--- config.mk ---
export PLATFORM = sky130hd
export DESIGN_NAME = mbist_march_seq
export DESIGN_NICKNAME = d
export VERILOG_FILES = /design/src/rtl/mbist_pkg.sv /design/src/rtl/mbist_rd_cmp.sv /design/src/rtl/mbist_march_seq.sv
export SDC_FILE = /design/constraint.sdc
export NUM_CORES = 1
export LEC_CHECK = 0
export ABC_AREA = 1
export CAP_MARGIN = 20
export CORE_UTILIZATION = 47
export DETAILED_ROUTE_END_ITERATION = 12
export PLACE_DENSITY = 0.79
export SYNTH_ARGS = -nofsm -noshare
export SYNTH_HDL_FRONTEND = slang
export SYNTH_SLANG_ARGS = --single-unit
--- constraint.sdc ---
create_clock -name clk -period 1.8 [get_ports clk]
set_clock_uncertainty 0.2 [all_clocks]
set_input_delay 0.18 -clock clk [delete_from_list [all_inputs] [get_ports clk]]
set_output_delay 0.18 -clock clk [all_outputs]
set_load 0.02 [all_outputs]
--- src/rtl/mbist_pkg.sv ---
// Shared definitions for the MBIST March C- sequencer: FSM and op encodings
// plus the March C- element table (direction, op count and op codes).
package mbist_pkg;

  localparam int NUM_ELEMS = 6;
  localparam int ELEM_W    = 3;

  // Index of the final element; reaching its sweep_done ends the test.
  localparam logic [ELEM_W-1:0] LAST_ELEM = 3'(NUM_ELEMS - 1);

  // Bit i describes element i: 1 = ascending sweep.
  localparam logic [NUM_ELEMS-1:0] ELEM_DIR_UP  = 6'b100111;
  // Bit i describes element i: 1 = two ops per address, 0 = one op.
  localparam logic [NUM_ELEMS-1:0] ELEM_TWO_OPS = 6'b011110;

  typedef enum logic [1:0] {
    ST_IDLE       = 2'd0,
    ST_ELEM_START = 2'd1,
    ST_RUN        = 2'd2,
    ST_DONE       = 2'd3
  } state_t;

  typedef enum logic [1:0] {
    OP_W0 = 2'd0,
    OP_W1 = 2'd1,
    OP_R0 = 2'd2,
    OP_R1 = 2'd3
  } op_t;

  // Sweep direction of an element; out-of-range indices default to ascending.
  function automatic logic elemDirUp(input logic [ELEM_W-1:0] elem);
    logic dirUp;
    dirUp = 1'b1;
    case (elem)
      3'd0:    dirUp = ELEM_DIR_UP[0];
      3'd1:    dirUp = ELEM_DIR_UP[1];
      3'd2:    dirUp = ELEM_DIR_UP[2];
      3'd3:    dirUp = ELEM_DIR_UP[3];
      3'd4:    dirUp = ELEM_DIR_UP[4];
      3'd5:    dirUp = ELEM_DIR_UP[5];
      default: dirUp = 1'b1;
    endcase
    return dirUp;
  endfunction

  // op_idx value of the element's final op at one address (0 or 1).
  function automatic logic elemLastOpIdx(input logic [ELEM_W-1:0] elem);
    logic lastIdx;
    lastIdx = 1'b0;
    case (elem)
      3'd0:    lastIdx = ELEM_TWO_OPS[0];
      3'd1:    lastIdx = ELEM_TWO_OPS[1];
      3'd2:    lastIdx = ELEM_TWO_OPS[2];
      3'd3:    lastIdx = ELEM_TWO_OPS[3];
      3'd4:    lastIdx = ELEM_TWO_OPS[4];
      3'd5:    lastIdx = ELEM_TWO_OPS[5];
      default: lastIdx = 1'b0;
    endcase
    return lastIdx;
  endfunction

  // March C-: {W0} up, {R0,W1} up, {R1,W0} up, {R0,W1} down, {R1,W0} down, {R0} up.
  function automatic op_t elemOp(input logic [ELEM_W-1:0] elem, input logic opIdx);
    op_t op;
    op = OP_R0;
    case (elem)
      3'd0:    op = OP_W0;
      3'd1:    op = opIdx ? OP_W1 : OP_R0;
      3'd2:    op = opIdx ? OP_W0 : OP_R1;
      3'd3:    op = opIdx ? OP_W1 : OP_R0;
      3'd4:    op = opIdx ? OP_W0 : OP_R1;
      3'd5:    op = OP_R0;
      default: op = OP_R0;
    endcase
    return op;
  endfunction

endpackage

--- src/rtl/mbist_rd_cmp.sv ---
// One-stage read compare: remembers what a read expects, checks the SRAM data
// one cycle later and keeps a sticky fail flag with the first failing location.
module mbist_rd_cmp
  import mbist_pkg::*;
#(
  parameter int ADDR_WIDTH = 8,
  parameter int DATA_WIDTH = 8
) (
  input  logic                  clk,
  input  logic                  reset_n,
  input  logic                  i_clear,
  input  logic                  i_rd,
  input  logic [DATA_WIDTH-1:0] i_exp,
  input  logic [ADDR_WIDTH-1:0] i_addr,
  input  logic [ELEM_W-1:0]     i_elem,
  input  logic [DATA_WIDTH-1:0] i_rdata,
  output logic                  o_fail,
  output logic [ADDR_WIDTH-1:0] o_fail_addr,
  output logic [ELEM_W-1:0]     o_fail_elem
);

  logic                  r_cmpValid;
  logic [DATA_WIDTH-1:0] r_exp;
  logic [ADDR_WIDTH-1:0] r_addr;
  logic [ELEM_W-1:0]     r_elem;
  logic                  r_fail;
  logic [ADDR_WIDTH-1:0] r_failAddr;
  logic [ELEM_W-1:0]     r_failElem;
  logic                  w_miscompare;

  // Hold the expectation of a read issued this cycle until its data returns.
  always_ff @(posedge clk or negedge reset_n) begin
    if (!reset_n) begin
      r_cmpValid <= 1'b0;
      r_exp      <= '0;
      r_addr     <= '0;
      r_elem     <= '0;
    end else begin
      r_cmpValid <= i_rd && !i_clear;
      if (i_rd) begin
        r_exp  <= i_exp;
        r_addr <= i_addr;
        r_elem <= i_elem;
      end
    end
  end

  assign w_miscompare = r_cmpValid && (i_rdata != r_exp);

  // Sticky fail; only the first miscompare of a run records its location.
  always_ff @(posedge clk or negedge reset_n) begin
    if (!reset_n) begin
      r_fail     <= 1'b0;
      r_failAddr <= '0;
      r_failElem <= '0;
    end else if (i_clear) begin
      r_fail     <= 1'b0;
      r_failAddr <= '0;
      r_failElem <= '0;
    end else if (w_miscompare) begin
      r_fail <= 1'b1;
      if (!r_fail) begin
        r_failAddr <= r_addr;
        r_failElem <= r_elem;
      end
    end
  end

  assign o_fail      = r_fail;
  assign o_fail_addr = r_failAddr;
  assign o_fail_elem = r_failElem;

endmodule

--- src/rtl/mbist_march_seq.sv ---
// March C- sequencer: walks the six elements, steering the address generator
// and issuing one SRAM op per cycle; read data is checked by mbist_rd_cmp.
module mbist_march_seq
  import mbist_pkg::*;
#(
  parameter int ADDR_WIDTH = 8,
  parameter int DATA_WIDTH = 8
) (
  input  logic                  clk,
  input  logic                  reset_n,
  input  logic                  i_start,
  output logic                  o_busy,
  output logic                  o_done,
  output logic                  o_fail,
  output logic [ADDR_WIDTH-1:0] o_fail_addr,
  output logic [2:0]            o_fail_elem,
  output logic                  o_start_elem,
  output logic                  o_dir_up,
  output logic                  o_addr_step,
  input  logic                  i_sweep_done,
  input  logic [ADDR_WIDTH-1:0] i_addr,
  output logic                  o_mem_ce,
  output logic                  o_mem_we,
  output logic [DATA_WIDTH-1:0] o_mem_wdata,
  input  logic [DATA_WIDTH-1:0] i_mem_rdata
);

  state_t            r_state;
  logic [ELEM_W-1:0] r_elem;
  logic              r_opIdx;
  logic              r_dirUp;

  state_t            w_stateNext;
  logic [ELEM_W-1:0] w_elemNext;
  logic              w_opIdxNext;
  logic              w_dirUpNext;
  op_t               w_op;
  logic              w_startElem;
  logic              w_memCe;
  logic              w_memWe;
  logic              w_wdataBit;
  logic              w_addrStep;
  logic              w_clear;
  logic              w_rd;
  logic              w_expBit;

  // State, element, op index and the element direction register.
  always_ff @(posedge clk or negedge reset_n) begin
    if (!reset_n) begin
      r_state <= ST_IDLE;
      r_elem  <= '0;
      r_opIdx <= 1'b0;
      r_dirUp <= 1'b0;
    end else begin
      r_state <= w_stateNext;
      r_elem  <= w_elemNext;
      r_opIdx <= w_opIdxNext;
      r_dirUp <= w_dirUpNext;
    end
  end

  // Next-state logic and the Mealy memory/address-generator controls.
  // dir_up is loaded on entry to ELEM_START so the generator sees the new
  // direction together with start_elem.
  always_comb begin
    w_stateNext = r_state;
    w_elemNext  = r_elem;
    w_opIdxNext = r_opIdx;
    w_dirUpNext = r_dirUp;
    w_op        = elemOp(r_elem, r_opIdx);
    w_startElem = 1'b0;
    w_memCe     = 1'b0;
    w_memWe     = 1'b0;
    w_wdataBit  = 1'b0;
    w_addrStep  = 1'b0;
    w_clear     = 1'b0;
    w_rd        = 1'b0;
    w_expBit    = 1'b0;

    case (r_state)
      ST_IDLE: begin
        if (i_start) begin
          w_clear     = 1'b1;
          w_elemNext  = '0;
          w_dirUpNext = elemDirUp('0);
          w_stateNext = ST_ELEM_START;
        end
      end

      ST_ELEM_START: begin
        w_startElem = 1'b1;
        w_opIdxNext = 1'b0;
        w_stateNext = ST_RUN;
      end

      ST_RUN: begin
        if (i_sweep_done) begin
          if (r_elem < LAST_ELEM) begin
            w_elemNext  = r_elem + 3'd1;
            w_dirUpNext = elemDirUp(r_elem + 3'd1);
            w_stateNext = ST_ELEM_START;
          end else begin
            w_stateNext = ST_DONE;
          end
        end else begin
          w_memCe = 1'b1;
          case (w_op)
            OP_W0: w_memWe = 1'b1;
            OP_W1: begin
              w_memWe    = 1'b1;
              w_wdataBit = 1'b1;
            end
            OP_R0: w_rd = 1'b1;
            OP_R1: begin
              w_rd     = 1'b1;
              w_expBit = 1'b1;
            end
            default: w_memWe = 1'b0;
          endcase
          if (r_opIdx == elemLastOpIdx(r_elem)) begin
            w_addrStep  = 1'b1;
            w_opIdxNext = 1'b0;
          end else begin
            w_opIdxNext = 1'b1;
          end
        end
      end

      ST_DONE: begin
        w_stateNext = ST_IDLE;
      end

      default: begin
        w_stateNext = ST_IDLE;
      end
    endcase
  end

  mbist_rd_cmp #(
    .ADDR_WIDTH (ADDR_WIDTH),
    .DATA_WIDTH (DATA_WIDTH)
  ) u_rdCmp (
    .clk         (clk),
    .reset_n     (reset_n),
    .i_clear     (w_clear),
    .i_rd        (w_rd),
    .i_exp       ({DATA_WIDTH{w_expBit}}),
    .i_addr      (i_addr),
    .i_elem      (r_elem),
    .i_rdata     (i_mem_rdata),
    .o_fail      (o_fail),
    .o_fail_addr (o_fail_addr),
    .o_fail_elem (o_fail_elem)
  );

  assign o_busy       = (r_state != ST_IDLE);
  assign o_done       = (r_state == ST_DONE);
  assign o_start_elem = w_startElem;
  assign o_dir_up     = r_dirUp;
  assign o_addr_step  = w_addrStep;
  assign o_mem_ce     = w_memCe;
  assign o_mem_we     = w_memWe;
  assign o_mem_wdata  = {DATA_WIDTH{w_wdataBit}};

endmodule
==> out/qor.yml <==
outcome:
  status: "finished, violations left"
  violations: "negative setup slack"
place:
  placed_cell_area_um2: 2250
  dp_hpwl_um: 2860
  io_buffers: 46
  placed_cells: 300
  gp_congestion: 0.836
  pre_cts_ws_ps: -432
critical_path:
  crit_slowest_cell: "dfrtp_1"
  cp_max_fo: 5
  max_stage_delay_ps: 440
  critPathLaunchType: "flop"
  rr_startpoint: "r_elem[0]"
  cp_common_cell: "buf_4"
  crit_chain: "inv_4 -> ha_4 -> nor2_4 -> buf_4 -> a21oi_4 -> nand2_2 -> a21oi_2 -> buf_4"
  crit_arrival_ps: 1770
  worstSetupStartpoint: "r_elem[0]"
  crit_required_ps: 1420
  path_class: "flop to output port"
  end_kind: "output port"
logic_synthesis:
  synth_area_um2: 1640
  synth_seq_area_share: 0.490
  syn-instance-count: 198
  avgSynthCellArea_um2: 8.26
  synth_warnings: 0
  synth_fp_nets: 222
  synth_cell_types: 26
  ys_seq_elements: 32
sta:
  tightest_slew_ps: 427
  setup_viol_count_final: 22
  finalHoldViolations: 0
  setup_tns_ps: -3700
  rsz0062_at_grt: "yes"
  fin_crit_sh: 1.19
  fmax_mhz: 465
  maxSlewHeadroom: 0.714
  min_period_ps: 2150
  setup_ws_ps: -350
  holdWs_ps: 28.8
  slew_violations: 0
cts:
  cts_root_buf: "clkbuf_4"
  clk_pin_slew_ps: 110
  clkSinkCount: 32
  cts_tree: "built"
  clock_latency_ps: 340
  cts_hold_buf: 0
  h-tree-depth: 2
  cts_made_buffers: 5
  clk_path_buf_depth: 2
floorplanning:
  dieWidth_um: 61.0
  die_h_um: 61.0
  dieArea_um2: 3720
  io-pin-count: 47
  num_rows: 21
  initial_core_util: 0.490
  core_um2: 3340
cells_and_area:
  final_common_cell: "nand2_1"
  fin_util: 0.771
  layout_common_cells: "nand2_1 (42), buf_4 (34), clkdlybuf4s50_1 (32)"
  nFillCells: 242
  stdcell_area_um2: 2570
  fin_nets: 293
  fin_cells: 316
  area_delta_synth_final_pct: 57.4
  n_antenna_cell: 0
  drive_gt1_frac: 0.359
route:
  drc_errors: 0
  drt-initial-drc-count: 89
  num_vias: 1576
  final_antenna_net_count: 0
  routed_wirelength_um: 4580
  drt_pass1_iterations: 4
  viasPerCell: 4.99
  wire_per_inst_um: 14.5
global_route:
  grt_usage: 0.260
  antenna_found_initial: 0
  grt_pass1_wl_um: 6840
  grt_overflow_total: 0
  grt_pass1_vias: 1513
  grt_max_degree: 33
power:
  p_sw_frac: 0.406
  power_switching_mw: 1.53
  p_total_mw: 3.77
  ir_drop_v: 0.00100
  seqPwrFrac: 0.309
  power_leakage_nw: 1.27
  power_per_cell_area_nw_per_um2: 1470
  intPower_mw: 2.24
  power_frac_comb: 0.528
  clkPwrFrac: 0.164
job:
  cap_viol_max_count: 0
hold_path:
  hold_path_class: "input port to async pin"
cell usage after synthesis, drive strengths merged:
cell type | number | share of area
xor2 | 1 | 0.0054
clkbuf | 1 | 0.0023
nand2 | 60 | 0.14
nor2 | 18 | 0.047
buf | 13 | 0.056
nand4 | 12 | 0.046
nor3 | 2 | 0.0061
o21a | 1 | 0.0046
o211ai | 1 | 0.0046
inv | 20 | 0.046
dfrtp | 32 | 0.49
nand3 | 19 | 0.069
o21ai | 11 | 0.038
ha | 4 | 0.031
a21oi | 3 | 0.014
power by group through the flow:
| stage | Combinational, mW | Sequential [mW] | Clock [mW] |
|---|---|---|---|
| 2_1_floorplan | 0.769 | 1.18 | 0 |
| 5_1_grt | 2.13 | 1.19 | 0.646 |
| 3_5_place_dp | 1.54 | 1.13 | 0 |
| 4_1_cts | 1.78 | 1.12 | 0.624 |
| 3_3_place_gp | 1.50 | 1.11 | 0 |
| 6_report | 1.99 | 1.16 | 0.618 |
cell type report:
cell class,instances,area (µm²),area share
inverter,20,87.6,0.0340
clock buffer,7,65.1,0.0253
multi-input combinational,132,830,0.322
sequential,32,803,0.312
timing repair inverter,1,6.26,0.00243
tap,46,57.6,0.0224
timing repair buffer,77,694,0.270
clock inverter,1,30.0,0.0117
what timing repair did:
action / 4_1_cts / 5_1_grt
cloned: 0 / 1
setup endpoints to repair: 25 / 35
pin swaps: 10 / 17
resized for setup: 68 / 47
buffers inserted: 5 / 2
kinds of logic after synthesis:
group,after synthesis,synth area share
and+or+nand+nor,111,0.309
buffers and inverters,34,0.104
DFF,32,0.490
AOI/OAI and AO/OA,16,0.0612
adders and majority gates,4,0.0306
xor gates and xnor gates,1,0.00536
registers in the layout, indices dropped and copies added, names as in the netlist:
register             cells
u_rdCmp.o_fail_addr      8
u_rdCmp.r_addr           8
r_elem                   3
u_rdCmp.o_fail_elem      3
u_rdCmp.r_elem           3
r_state                  2
o_dir_up                 1
r_opIdx                  1
u_rdCmp.o_fail           1
u_rdCmp.r_cmpValid       1
u_rdCmp.r_exp            1
routing by layer:
metal	GRT usage	wire length (µm)	up-vias
li1	-	-	778
met1	0.305	1830	744
met2	0.469	2500	44
met3	0.0618	173	10
met4	0.0812	78	0
met5	0	0	-
path summary, 6_finish.rpt:
path	to	slack (ps)	cells past startpoint
min in group clk	u_rdCmp.r_addr[7]	160	3
setup reg to reg	u_rdCmp.r_elem[1]	-220	10
hold reg to reg	u_rdCmp.r_addr[2]	300	2
max in group asynchronous	r_elem[1]	1050	2
hold / removal	u_rdCmp.r_addr[4]	30	2
setup / recovery	o_mem_we	-350	8
critical path: cells and delay by family (launching register included):
kind	cells	cell delay [ps]
compound gates	2	260
fa+ha+maj	1	170
buf+inv	3	430
flops	1	440
simple gates	2	120
(Power assumes the default switching activity.)
